## src/rtl/id_ex_pipe_reg.sv

```systemverilog
`default_nettype none
// ============================================================================
// Module   : id_ex_pipe_reg
// Brief    : ID/EX pipeline register of the segmented ARMv8 core. Registers
//            decode control, operands, immediate and register indices for the
//            execute stage, with freeze (Hold), squash (Flush) and a valid bit.
//            Optional bubble statistics counter enabled by the macro
//            ID_EX_BUBBLE_CNT_EN; without it BubbleCount is tied to zero.
// Revision : 1.0 - initial release
// ============================================================================
module id_ex_pipe_reg #(
  parameter int DATA_W  = 64,
  parameter int REG_W   = 5,
  parameter int ALUOP_W = 2,
  parameter int OPC_W   = 11
) (
  input  logic               CLK,
  input  logic               nRESET,
  input  logic               Hold,
  input  logic               Flush,
  input  logic               Branch,
  input  logic               RegWrite,
  input  logic               MemRead,
  input  logic               MemWrite,
  input  logic               MemtoReg,
  input  logic               ALUSrc,
  input  logic [ALUOP_W-1:0] ALUOp,
  input  logic [DATA_W-1:0]  PCIn,
  input  logic [DATA_W-1:0]  ReadData1,
  input  logic [DATA_W-1:0]  ReadData2,
  input  logic [DATA_W-1:0]  SignExtImm,
  input  logic [OPC_W-1:0]   Opcode,
  input  logic [REG_W-1:0]   Rn,
  input  logic [REG_W-1:0]   Rm,
  input  logic [REG_W-1:0]   Rd,
  input  logic               ValidIn,
  output logic               ExBranch,
  output logic               ExRegWrite,
  output logic               ExMemRead,
  output logic               ExMemWrite,
  output logic               ExMemtoReg,
  output logic               ExALUSrc,
  output logic [ALUOP_W-1:0] ExALUOp,
  output logic [DATA_W-1:0]  ExPC,
  output logic [DATA_W-1:0]  ExReadData1,
  output logic [DATA_W-1:0]  ExReadData2,
  output logic [DATA_W-1:0]  ExImm,
  output logic [OPC_W-1:0]   ExOpcode,
  output logic [REG_W-1:0]   ExRn,
  output logic [REG_W-1:0]   ExRm,
  output logic [REG_W-1:0]   ExRd,
  output logic               ExValid,
  output logic [31:0]        BubbleCount
);

  // Control fields are squashed by Flush; data fields only ever load or hold.
  logic               branch_q,   branch_d;
  logic               regwrite_q, regwrite_d;
  logic               memread_q,  memread_d;
  logic               memwrite_q, memwrite_d;
  logic               memtoreg_q, memtoreg_d;
  logic               alusrc_q,   alusrc_d;
  logic [ALUOP_W-1:0] aluop_q,    aluop_d;
  logic               valid_q,    valid_d;

  logic [DATA_W-1:0]  pc_q,  pc_d;
  logic [DATA_W-1:0]  rd1_q, rd1_d;
  logic [DATA_W-1:0]  rd2_q, rd2_d;
  logic [DATA_W-1:0]  imm_q, imm_d;
  logic [OPC_W-1:0]   opc_q, opc_d;
  logic [REG_W-1:0]   rn_q,  rn_d;
  logic [REG_W-1:0]   rm_q,  rm_d;
  logic [REG_W-1:0]   rdx_q, rdx_d;

  // Next-state selection: Flush beats Hold beats load; default is retain.
  always_comb begin
    branch_d   = branch_q;
    regwrite_d = regwrite_q;
    memread_d  = memread_q;
    memwrite_d = memwrite_q;
    memtoreg_d = memtoreg_q;
    alusrc_d   = alusrc_q;
    aluop_d    = aluop_q;
    valid_d    = valid_q;
    pc_d       = pc_q;
    rd1_d      = rd1_q;
    rd2_d      = rd2_q;
    imm_d      = imm_q;
    opc_d      = opc_q;
    rn_d       = rn_q;
    rm_d       = rm_q;
    rdx_d      = rdx_q;

    if (Flush) begin
      branch_d   = 1'b0;
      regwrite_d = 1'b0;
      memread_d  = 1'b0;
      memwrite_d = 1'b0;
      memtoreg_d = 1'b0;
      alusrc_d   = 1'b0;
      aluop_d    = '0;
      valid_d    = 1'b0;
    end else if (!Hold) begin
      branch_d   = Branch;
      regwrite_d = RegWrite;
      memread_d  = MemRead;
      memwrite_d = MemWrite;
      memtoreg_d = MemtoReg;
      alusrc_d   = ALUSrc;
      aluop_d    = ALUOp;
      valid_d    = ValidIn;
      pc_d       = PCIn;
      rd1_d      = ReadData1;
      rd2_d      = ReadData2;
      imm_d      = SignExtImm;
      opc_d      = Opcode;
      rn_d       = Rn;
      rm_d       = Rm;
      rdx_d      = Rd;
    end
  end

  // Pipeline state register with asynchronous clear.
  always_ff @(posedge CLK or negedge nRESET) begin
    if (!nRESET) begin
      branch_q   <= 1'b0;
      regwrite_q <= 1'b0;
      memread_q  <= 1'b0;
      memwrite_q <= 1'b0;
      memtoreg_q <= 1'b0;
      alusrc_q   <= 1'b0;
      aluop_q    <= '0;
      valid_q    <= 1'b0;
      pc_q       <= '0;
      rd1_q      <= '0;
      rd2_q      <= '0;
      imm_q      <= '0;
      opc_q      <= '0;
      rn_q       <= '0;
      rm_q       <= '0;
      rdx_q      <= '0;
    end else begin
      branch_q   <= branch_d;
      regwrite_q <= regwrite_d;
      memread_q  <= memread_d;
      memwrite_q <= memwrite_d;
      memtoreg_q <= memtoreg_d;
      alusrc_q   <= alusrc_d;
      aluop_q    <= aluop_d;
      valid_q    <= valid_d;
      pc_q       <= pc_d;
      rd1_q      <= rd1_d;
      rd2_q      <= rd2_d;
      imm_q      <= imm_d;
      opc_q      <= opc_d;
      rn_q       <= rn_d;
      rm_q       <= rm_d;
      rdx_q      <= rdx_d;
    end
  end

`ifdef ID_EX_BUBBLE_CNT_EN
  logic [31:0] bubble_cnt_q, bubble_cnt_d;
  logic        bubble_w;

  // A bubble enters EX on a flush, or on a non-held load of an invalid slot.
  always_comb begin
    bubble_w     = Flush | (!Hold & !ValidIn);
    bubble_cnt_d = bubble_cnt_q;
    if (bubble_w && (bubble_cnt_q != 32'hFFFF_FFFF)) begin
      bubble_cnt_d = bubble_cnt_q + 32'd1;
    end
  end

  // Saturating bubble counter, cleared only by reset.
  always_ff @(posedge CLK or negedge nRESET) begin
    if (!nRESET) begin
      bubble_cnt_q <= '0;
    end else begin
      bubble_cnt_q <= bubble_cnt_d;
    end
  end

  assign BubbleCount = bubble_cnt_q;
`else
  assign BubbleCount = 32'h0;
`endif

  assign ExBranch    = branch_q;
  assign ExRegWrite  = regwrite_q;
  assign ExMemRead   = memread_q;
  assign ExMemWrite  = memwrite_q;
  assign ExMemtoReg  = memtoreg_q;
  assign ExALUSrc    = alusrc_q;
  assign ExALUOp     = aluop_q;
  assign ExValid     = valid_q;
  assign ExPC        = pc_q;
  assign ExReadData1 = rd1_q;
  assign ExReadData2 = rd2_q;
  assign ExImm       = imm_q;
  assign ExOpcode    = opc_q;
  assign ExRn        = rn_q;
  assign ExRm        = rm_q;
  assign ExRd        = rdx_q;

endmodule
`default_nettype wire
```

## config.mk

```make
export PLATFORM = sky130hd
export DESIGN_NAME = id_ex_pipe_reg
export DESIGN_NICKNAME = d
export VERILOG_FILES = /design/src/rtl/id_ex_pipe_reg.sv
export SDC_FILE = /design/constraint.sdc
export NUM_CORES = 1
export LEC_CHECK = 0
export CORE_AREA = 2 2 237 239
export CTS_CLUSTER_DIAMETER = 80
export DETAILED_ROUTE_END_ITERATION = 12
export DIE_AREA = 0 0 239 241
export REMOVE_ABC_BUFFERS = 1
export SYNTH_ARGS = -nofsm -noshare
export SYNTH_HDL_FRONTEND = slang
export SYNTH_SLANG_ARGS = --single-unit
```

## constraint.sdc

```tcl
create_clock -name CLK -period 1.2 [get_ports CLK]
set_clock_uncertainty 0.05 [all_clocks]
set_input_delay 0.24 -clock CLK [delete_from_list [all_inputs] [get_ports CLK]]
set_output_delay 0.24 -clock CLK [all_outputs]
set_load 0.03 [all_outputs]
```

==> results of run 1 <==
## area by class of cell
cell class                      instances  area (sq um)  share of cell area (%)
Timing Repair Buffer                  816          8378                   37.51
Sequential cell                       291          7284                   32.62
Multi-Input combinational cell        333          4491                   20.11
Clock buffer                           47          1023                   4.583
Tap cell                              704         880.8                   3.944
Clock inverter                         17         275.3                   1.233
## synthesized netlist by cell type
cell       n  share of area [%]
conb_1     1              0.030
mux2_4   280                 34
nor2_1     9               0.27
buf_6      2               0.18
dfrtp_1  291                 58
buf_4     32                1.9
mux2i_1    9               0.72
buf_12    31                4.9
mux2_2     2               0.18
nor2_8     1               0.16
## cell families after synthesis
family / after synthesis
mux: 291
other cells: 1
simple gates: 10
buf+inv: 65
flops: 291
## registers in the layout, indices dropped and copies added, names as in the netlist
name         flops
ExMemtoReg       1
ExOpcode        11
ExALUOp          2
ExReadData1     64
ExRegWrite       1
ExRd             5
ExRn             5
ExReadData2     64
ExALUSrc         1
ExMemWrite       1
ExBranch         1
ExPC            64
ExRm             5
ExImm           64
ExMemRead        1
ExValid          1
## layer usage
metal  wire length, microns  part of all wire, %
met5                      0                    0
met1                  14390                   37
met2                  20010                   52
met4                    977                  2.5
met3                   3085                  8.0
## through the flow
step	instances	setup TNS (ns)	total power, mW	util, %
final	2208	-44.11	36.29	40.70
after global routing	2208	-59.05	37.76	40.70
after CTS	2136	-57.75	36.25	39.65
after detailed placement	1966	-196.73	22.27	33.80
after global placement	1966	-194.60	22.21	33.80
after floorplan	624	-985.08	17.76	-
## cells in the final DEF (no fill, tap or decap)
cell type / netlist / routed
buf_6: 2 / 281
dfrtp_1: 291 / 289
buf_16: 0 / 4
clkbuf_1: 0 / 4
inv_8: 0 / 1
mux2_4: 280 / 280
bufbuf_16: 0 / 1
clkinvlp_4: 0 / 2
mux2_2: 2 / 2
nor2_1: 9 / 9
buf_8: 0 / 1
clkinv_4: 0 / 1
clkbuf_2: 0 / 1
clkinv_2: 0 / 6
mux2i_1: 9 / 9
conb_1: 1 / 32
clkbuf_8: 0 / 6
nor2_8: 1 / 1
buf_4: 32 / 207
buf_12: 31 / 27
dlygate4sd2_1: 0 / 1
bufinv_16: 0 / 7
dlygate4sd3_1: 0 / 1
dfrtp_2: 0 / 2
clkbuf_16: 0 / 38
clkdlybuf4s50_1: 0 / 291
## power breakdown
group	internal, mW	switching (mW)	total [mW]
logic	6.79	5.21	12.0
clock network	7.53	4.31	11.8
registers	11.3	1.18	12.4
## worst max-delay path by stage
stage                     from               to  slack (ns)  cells past startpoint
floorplan                 Hold         ExPC[52]       -3.55                      2
global placement         Flush         ExPC[34]       -0.73                      5
detailed placement       Flush  ExReadData1[37]       -0.74                      5
CTS                 ExMemWrite       ExMemWrite       -0.27                      1
global route        ExMemWrite       ExMemWrite       -0.26                      1
finish              ExMemWrite       ExMemWrite       -0.20                      1
## repair_timing
item	CTS	global route
resized for setup	284	7
endpoints found under the hold margin	291	0
pin swaps	1	1
hold buffers	1	0
gates cloned	3	1
endpoints found under the setup margin	571	381
setup buffers	102	71
==> impl_metrics.py, run 1 <==
metrics = {
    "setup_path": {
        "critical_path.slowest_cell": "dfrtp_1",
        "rrSetupSlack_ns": 0.12,
        "cp-start-kind": "flop",
        "critPathMaxFanout": 2,
        "cp-end-kind": "output pin",
        "path_class": "reg -> out",
        "r2r-end": "ExReadData2[31]",
        "cp.arrival_ns": 1.11,
        "cp_cell_sequence": "buf_6",
        "crit_buf_inv": 1,
        "critical_path.max_stage_delay_ns": 0.43,
        "rr_worst_depth": 3,
        "r2r_start": "ExReadData2[31]",
        "critPathRequiredTime_ns": 0.91,
        "crit_family": "flip-flops",
    },
    "power_and_ir_drop": {
        "cellPowerDensity_mw_per_mm2": 1625,
        "p_leak_nw": 10.54,
        "ir_worst_vdd_v": 0.0007997,
    },
    "detailed_routing": {
        "drt_iter0_markers": 204,
        "vias_per_cell": 3.823,
        "wl_per_cell_microns": 17.42,
        "wl_mm": 38.46,
        "routed-via-count": 8442,
        "drcViolationCount": 0,
        "ant_nets": 0,
        "dr.pass1.iters": 4,
    },
    "placement": {
        "portBuffers": 585,
        "dp_slack_ns": -0.7408,
        "gp_congestion": 0.7477,
        "hpwl_mm": 27.63,
        "place_area_sq_mm": 0.01855,
    },
    "timing": {
        "finalMaxSlewViolations": 0,
        "timing.fmax_mhz": 712.3,
        "setup_viol": 291,
        "whs_ns": 0.1079,
        "fin_ws_ns": -0.2039,
        "hold_violations": 0,
        "rsz0062_at_grt": "true",
        "period_minus_slack_ns": 1.404,
        "fin_crit_sh_pct": 117.0,
    },
    "yosys": {
        "netlist_area_sq_mm": 0.01254,
        "syn_inst": 658,
        "synth.distinct_cells": 10,
        "muxShareOfSynthArea_pct": 34.42,
        "synthAdderAreaFrac_pct": 0,
        "ys_warn_count": 0,
        "syn_avg_cell_area_sq_um": 19.06,
        "ys_seq_elements": 291,
        "synth_xor_area_share_pct": 0,
        "synth-seq-area-share_pct": 58.07,
        "synth_top_family_by_area": "multiplexers",
        "synth-simple-area-share_pct": 0.4291,
        "synth-compound-area-share_pct": 0,
    },
    "finish": {
        "drive_above_1_share_pct": 57.71,
        "final.fill_count": 5011,
        "num_antenna_cells": 0,
        "areaGrowthSynthToFinish_pct": 78.10,
        "nNetsFinal": 1773,
        "final_area_sq_mm": 0.02233,
    },
    "global_routing": {
        "met2_usage_pct": 22.02,
        "antenna_found_initial": 0,
        "grt_pass1_vias": 9231,
        "gr-total-overflow": 0,
        "grt_max_degree": 62,
        "use_met1_pct": 13.65,
        "grt_pass1_wl_mm": 54.74,
        "grt_usage_pct": 12.36,
        "use_met3_pct": 4.243,
        "top_usage_layer": "met2",
    },
    "die": {
        "die_area_sq_mm": 0.05760,
        "die_w_microns": 239,
        "dieHeight_microns": 241,
        "initial_core_util_pct": 22.85,
        "core_area_sq_mm": 0.05488,
        "row_count": 86,
        "io_pins": 618,
    },
    "min_path": {
        "hp-class": "in -> async",
    },
    "run_status": {
        "violations": "setup timing",
        "outcome": "finished with violations",
    },
    "cts": {
        "clk_pin_slew_ns": 0.06,
        "cts_made_buffers": 36,
        "clock_sinks": 291,
        "cts_tree": "done",
        "cts_htree_levels": 2,
        "clk_latency_ns": 0.52,
        "clock_path_buffers": 3,
        "cts_root_buf": "clkbuf_16",
    },
    "flow_run": {
        "drv_cap": 0,
    },
}
No activity file was read; power rests on OpenSTA's default activity.
==> inputs of run 2 (changes only) <==
--- a/config.mk
+++ b/config.mk
@@ -5,10 +5,11 @@
 export SDC_FILE = /design/constraint.sdc
 export NUM_CORES = 1
 export LEC_CHECK = 0
-export CORE_AREA = 2 2 237 239
+export ABC_AREA = 1
+export CORE_AREA = 2 2 243 245
 export CTS_CLUSTER_DIAMETER = 80
 export DETAILED_ROUTE_END_ITERATION = 12
-export DIE_AREA = 0 0 239 241
+export DIE_AREA = 0 0 245 247
 export REMOVE_ABC_BUFFERS = 1
 export SYNTH_ARGS = -nofsm -noshare
 export SYNTH_HDL_FRONTEND = slang
==> impl_metrics.py, run 2 <==
metrics = {
    "yosys": {
        "ys_warn_count": 0,
        "netlist_area_sq_mm": 0.01209,
        "synth.distinct_cells": 14,
        "netlist_top_cells_count": "nand2_1, dfrtp_1, o21ai_0",
        "synth_top_cells_by_area": "dfrtp_1, nand2_1, o21ai_0",
        "syn_inst": 1294,
        "yosys_most_used_dff": "dfrtp_1",
        "syn_avg_cell_area_sq_um": 9.340,
        "ys_seq_elements": 291,
        "synth-seq-area-share_pct": 60.25,
        "synth_edf_count": 0,
        "synth_top_cell_by_area": "dfrtp_1",
        "ys_async_sr_fraction_pct": 100.0,
        "post-synth-top-count-cell": "nand2_1",
        "synth_top_area_share_pct": 60.25,
    },
    "timing": {
        "setup-tns-final_ns": -42.21,
        "finalMaxSlewViolations": 0,
        "rsz0062_at_grt": "true",
        "period_minus_slack_ns": 1.407,
        "setup_viol": 291,
        "timing.fmax_mhz": 710.7,
        "fin_ws_ns": -0.2070,
        "whs_ns": 0.1108,
        "hold_violations": 0,
        "fin_crit_sh_pct": 117.3,
    },
    "min_path": {
        "hold_depth": 4,
        "hp-class": "in -> reg",
        "hold_start": "Flush",
        "hold_path_end": "ExOpcode[7]",
    },
    "die": {
        "core_area_sq_mm": 0.05824,
        "dieHeight_microns": 247,
        "die_w_microns": 245,
        "initial_core_util_pct": 20.75,
        "die_area_sq_mm": 0.06052,
        "io_pins": 618,
        "row_count": 89,
    },
    "cts": {
        "clk_latency_ns": 0.51,
        "cts_root_buf": "clkbuf_16",
        "cts_htree_levels": 2,
        "clk_pin_slew_ns": 0.06,
        "clock_sinks": 291,
        "cts_made_buffers": 35,
        "clock_path_buffers": 3,
        "cts_tree": "done",
    },
    "setup_path": {
        "path_class": "reg -> out",
        "crit_family": "flip-flops",
        "critPathMaxFanout": 2,
        "cp-start-kind": "flop",
        "critical_path.slowest_cell": "dfrtp_2",
        "rrSetupSlack_ns": 0.23,
        "r2r-end": "ExOpcode[2]",
        "critical_path.max_stage_delay_ns": 0.45,
        "critPathRequiredTime_ns": 0.91,
        "cp-end-kind": "output pin",
        "cp_cell_sequence": "buf_12",
        "rr_worst_depth": 4,
        "cp.arrival_ns": 1.12,
        "r2r_start": "ExOpcode[2]",
        "crit_buf_inv": 1,
    },
    "power_and_ir_drop": {
        "cellPowerDensity_mw_per_mm2": 1503,
        "p_leak_nw": 9.974,
        "ir_worst_vdd_v": 0.0007939,
        "p_total_mw": 31.24,
    },
    "run_status": {
        "violations": "setup timing",
        "outcome": "finished with violations",
    },
    "placement": {
        "gp_congestion": 0.8423,
        "portBuffers": 585,
        "hpwl_mm": 30.96,
        "dp_slack_ns": -0.08706,
    },
    "detailed_routing": {
        "vias_per_cell": 4.145,
        "wl_per_cell_microns": 15.66,
        "routed-via-count": 11250,
        "wl_mm": 42.52,
        "ant_nets": 0,
        "drt_iter0_markers": 459,
        "dr.pass1.iters": 5,
        "drcViolationCount": 0,
    },
    "flow_run": {
        "drv_cap": 0,
    },
    "finish": {
        "layout_commonest_cell": "nand2_1",
        "num_antenna_cells": 0,
        "areaGrowthSynthToFinish_pct": 71.93,
        "layout_common_cells": "nand2_1, clkdlybuf4s50_1, dfrtp_1",
        "drive_above_1_share_pct": 27.14,
        "nNetsFinal": 2213,
    },
    "global_routing": {
        "antenna_found_initial": 2,
        "grt_pass1_wl_mm": 64.49,
        "grt_usage_pct": 13.50,
        "grt_max_degree": 72,
        "grt_pass1_vias": 11290,
        "gr-total-overflow": 0,
    },
}
-- run 2: worst max path at each step --
stage,start,to,slack (ns),depth (start not counted)
2_1_floorplan,Hold,ExImm[60],-1.56,3
3_3_place_gp,Flush,ExRn[3],-0.07,6
3_5_place_dp,Flush,ExOpcode[1],-0.09,6
4_1_cts,ExPC[1],ExPC[1],-0.26,1
5_1_grt,ExOpcode[7],ExOpcode[7],-0.26,1
6_report,ExPC[1],ExPC[1],-0.21,1
-- run 2: through the flow --
stage | cell area, sq um | instances | util [%]
floorplan | 11270 | 1198 | -
global placement | 18400 | 2623 | 31.59
detailed placement | 18400 | 2623 | 31.59
CTS | 20670 | 2700 | 35.49
global route | 20780 | 2715 | 35.68
finish | 20780 | 2715 | 35.68
-- run 2: cell families after synthesis --
logic type	share of synthesized area, %
other	0.03103
DFF	60.25
AOI/OAI and AO/OA	11.68
and+or+nand+nor	20.27
buffers and inverters	7.774
-- run 2: what timing repair did --
action	CTS	global route
buffers inserted	15	15
endpoints found under the setup margin	291	291
gates resized for setup	274	0
hold endpoints to repair	291	0
hold buffers	1	0
-- run 2: layout make-up --
type | count | area (sq um)
well taps | 773 | 967.2
multi-input cells | 906 | 3981
clock inverters | 7 | 43.79
flip-flops and latches | 291 | 7284
fillers | 5892 | 37460
clock buffers | 54 | 1080
repair buffers | 683 | 7420
inverters | 1 | 3.754
-- run 2: power breakdown --
part           internal (mW)  switching (mW)  total [mW]
Clock                   6.18            4.16        10.3
Combinational           4.11            4.84        8.95
Sequential              11.0           0.916        12.0
-- run 2: per-layer routing --
layer / part of all wire, % / track usage, % / up-vias / routed length, microns
li1: - / - / 5311 / -
met1: 39 / 16.57 / 5418 / 16770
met2: 49 / 22.41 / 452 / 20900
met3: 8.6 / 4.211 / 70 / 3663
met4: 2.7 / 4.573 / 2 / 1164
met5: 0.031 / 0 / - / 13
==> inputs of run 3 (changes only) <==
--- a/config.mk
+++ b/config.mk
@@ -10,6 +10,7 @@
 export CTS_CLUSTER_DIAMETER = 80
 export DETAILED_ROUTE_END_ITERATION = 12
 export DIE_AREA = 0 0 245 247
+export PLACE_DENSITY = 0.57
 export REMOVE_ABC_BUFFERS = 1
 export SYNTH_ARGS = -nofsm -noshare
 export SYNTH_HDL_FRONTEND = slang
==> impl_metrics.py, run 3 (synthesized netlist as in run 2, its figures left out) <==
metrics = {
    "global_routing": {
        "use_met1_pct": 15.98,
        "grt_pass1_vias": 11520,
        "met2_usage_pct": 23.33,
        "grt_usage_pct": 13.61,
        "use_met3_pct": 4.048,
        "grt_pass1_wl_mm": 65.06,
        "top_usage_layer": "met2",
        "antenna_found_initial": 4,
        "grt_max_degree": 61,
        "gr-total-overflow": 0,
    },
    "finish": {
        "areaGrowthSynthToFinish_pct": 73.22,
        "nNetsFinal": 2233,
        "instances_no_fill": 2731,
        "fin_util_pct": 35.95,
        "drive_above_1_share_pct": 28.00,
        "final_area_sq_mm": 0.02094,
        "layout_common_cells": "nand2_1, clkdlybuf4s50_1, dfrtp_1",
        "layout_commonest_cell": "nand2_1",
    },
    "cts": {
        "clock_path_buffers": 3,
        "clock_sinks": 291,
        "clk_pin_slew_ns": 0.06,
        "cts_root_buf": "clkbuf_16",
        "cts_htree_levels": 2,
        "cts_made_buffers": 35,
        "clk_latency_ns": 0.52,
        "cts_tree": "done",
    },
    "run_status": {
        "outcome": "finished with violations",
        "violations": "setup timing",
    },
    "detailed_routing": {
        "wl_per_cell_microns": 15.94,
        "drt_iter0_markers": 448,
        "routed-via-count": 11280,
        "vias_per_cell": 4.129,
        "wl_mm": 43.52,
        "ant_nets": 0,
        "dr.pass1.iters": 5,
        "drcViolationCount": 0,
    },
    "timing": {
        "timing.fmax_mhz": 701.2,
        "period_minus_slack_ns": 1.426,
        "fin_crit_sh_pct": 118.8,
        "setup-tns-final_ns": -42.88,
        "fin_ws_ns": -0.2261,
        "finalMaxSlewViolations": 0,
        "hold_violations": 0,
        "setup_viol": 291,
        "rsz0062_at_grt": "true",
        "whs_ns": 0.09228,
    },
    "setup_path": {
        "cp-end-kind": "output pin",
        "critical_path.slowest_cell": "dfrtp_2",
        "critPathMaxFanout": 2,
        "critical_path.max_stage_delay_ns": 0.46,
        "path_class": "reg -> out",
        "cp-start-kind": "flop",
        "crit_family": "flip-flops",
        "cp.arrival_ns": 1.14,
        "crit_buf_inv": 1,
        "critPathRequiredTime_ns": 0.91,
        "cp_cell_sequence": "buf_12",
    },
    "power_and_ir_drop": {
        "ir_worst_vdd_v": 0.0008704,
        "cellPowerDensity_mw_per_mm2": 1479,
        "p_total_mw": 30.96,
        "p_leak_nw": 10.05,
    },
    "placement": {
        "dp_slack_ns": -0.1058,
        "gp_congestion": 0.8722,
        "hpwl_mm": 32.65,
        "place_area_sq_mm": 0.01871,
        "portBuffers": 585,
        "dp.cells": 2651,
    },
    "die": {
        "core_area_sq_mm": 0.05824,
        "initial_core_util_pct": 20.75,
        "dieHeight_microns": 247,
        "die_area_sq_mm": 0.06052,
        "die_w_microns": 245,
        "io_pins": 618,
        "row_count": 89,
    },
    "min_path": {
        "hp-class": "in -> reg",
    },
    "flow_run": {
        "drv_cap": 0,
    },
}
run 3: repair_timing:
| action | in CTS | in global routing |
|---|---|---|
| endpoints found under the setup margin | 291 | 291 |
| pin swaps | 0 | 0 |
| hold buffers | 1 | 0 |
| resized for setup | 271 | 1 |
| endpoints found under the hold margin | 291 | 0 |
| setup buffers | 7 | 15 |
run 3: final timing paths:
path	slack, ns	end	start	cells past startpoint
max	-0.23	ExReadData1[42]	ExReadData1[42]	1
min	0.09	ExReadData2[56]	Flush	5
max reg2reg	0.25	ExReadData2[13]	ExReadData2[13]	4
min reg2reg	0.47	ExReadData2[62]	ExReadData2[62]	2
max in group asynchronous	0.30	ExReadData1[8]	nRESET	4
min in group asynchronous	0.14	ExImm[11]	nRESET	2
run 3: cell type report:
| type | instances | area [sq um] |
|---|---|---|
| Clock inverter | 9 | 53.80 |
| Clock buffer | 47 | 993.5 |
| Multi-Input combinational cell | 906 | 3981 |
| Inverter | 1 | 3.754 |
| Fill cell | 5893 | 37300 |
| Sequential cell | 291 | 7291 |
| Timing Repair Buffer | 703 | 7644 |
| Antenna cell | 1 | 2.502 |
| Tap cell | 773 | 967.2 |
run 3: layer usage:
layer | routed length, microns | up-vias
li1 | - | 5351
met3 | 3411 | 84
met2 | 21490 | 438
met5 | 46 | -
met1 | 17070 | 5396
met4 | 1496 | 6
run 3: where the power goes:
group          leakage, nW  switching [mW]  internal (mW)
sequential            3.60           0.959           11.0
combinational         5.94            4.86           4.19
clock                0.514            4.13           5.78
total                 10.1            9.95           21.0
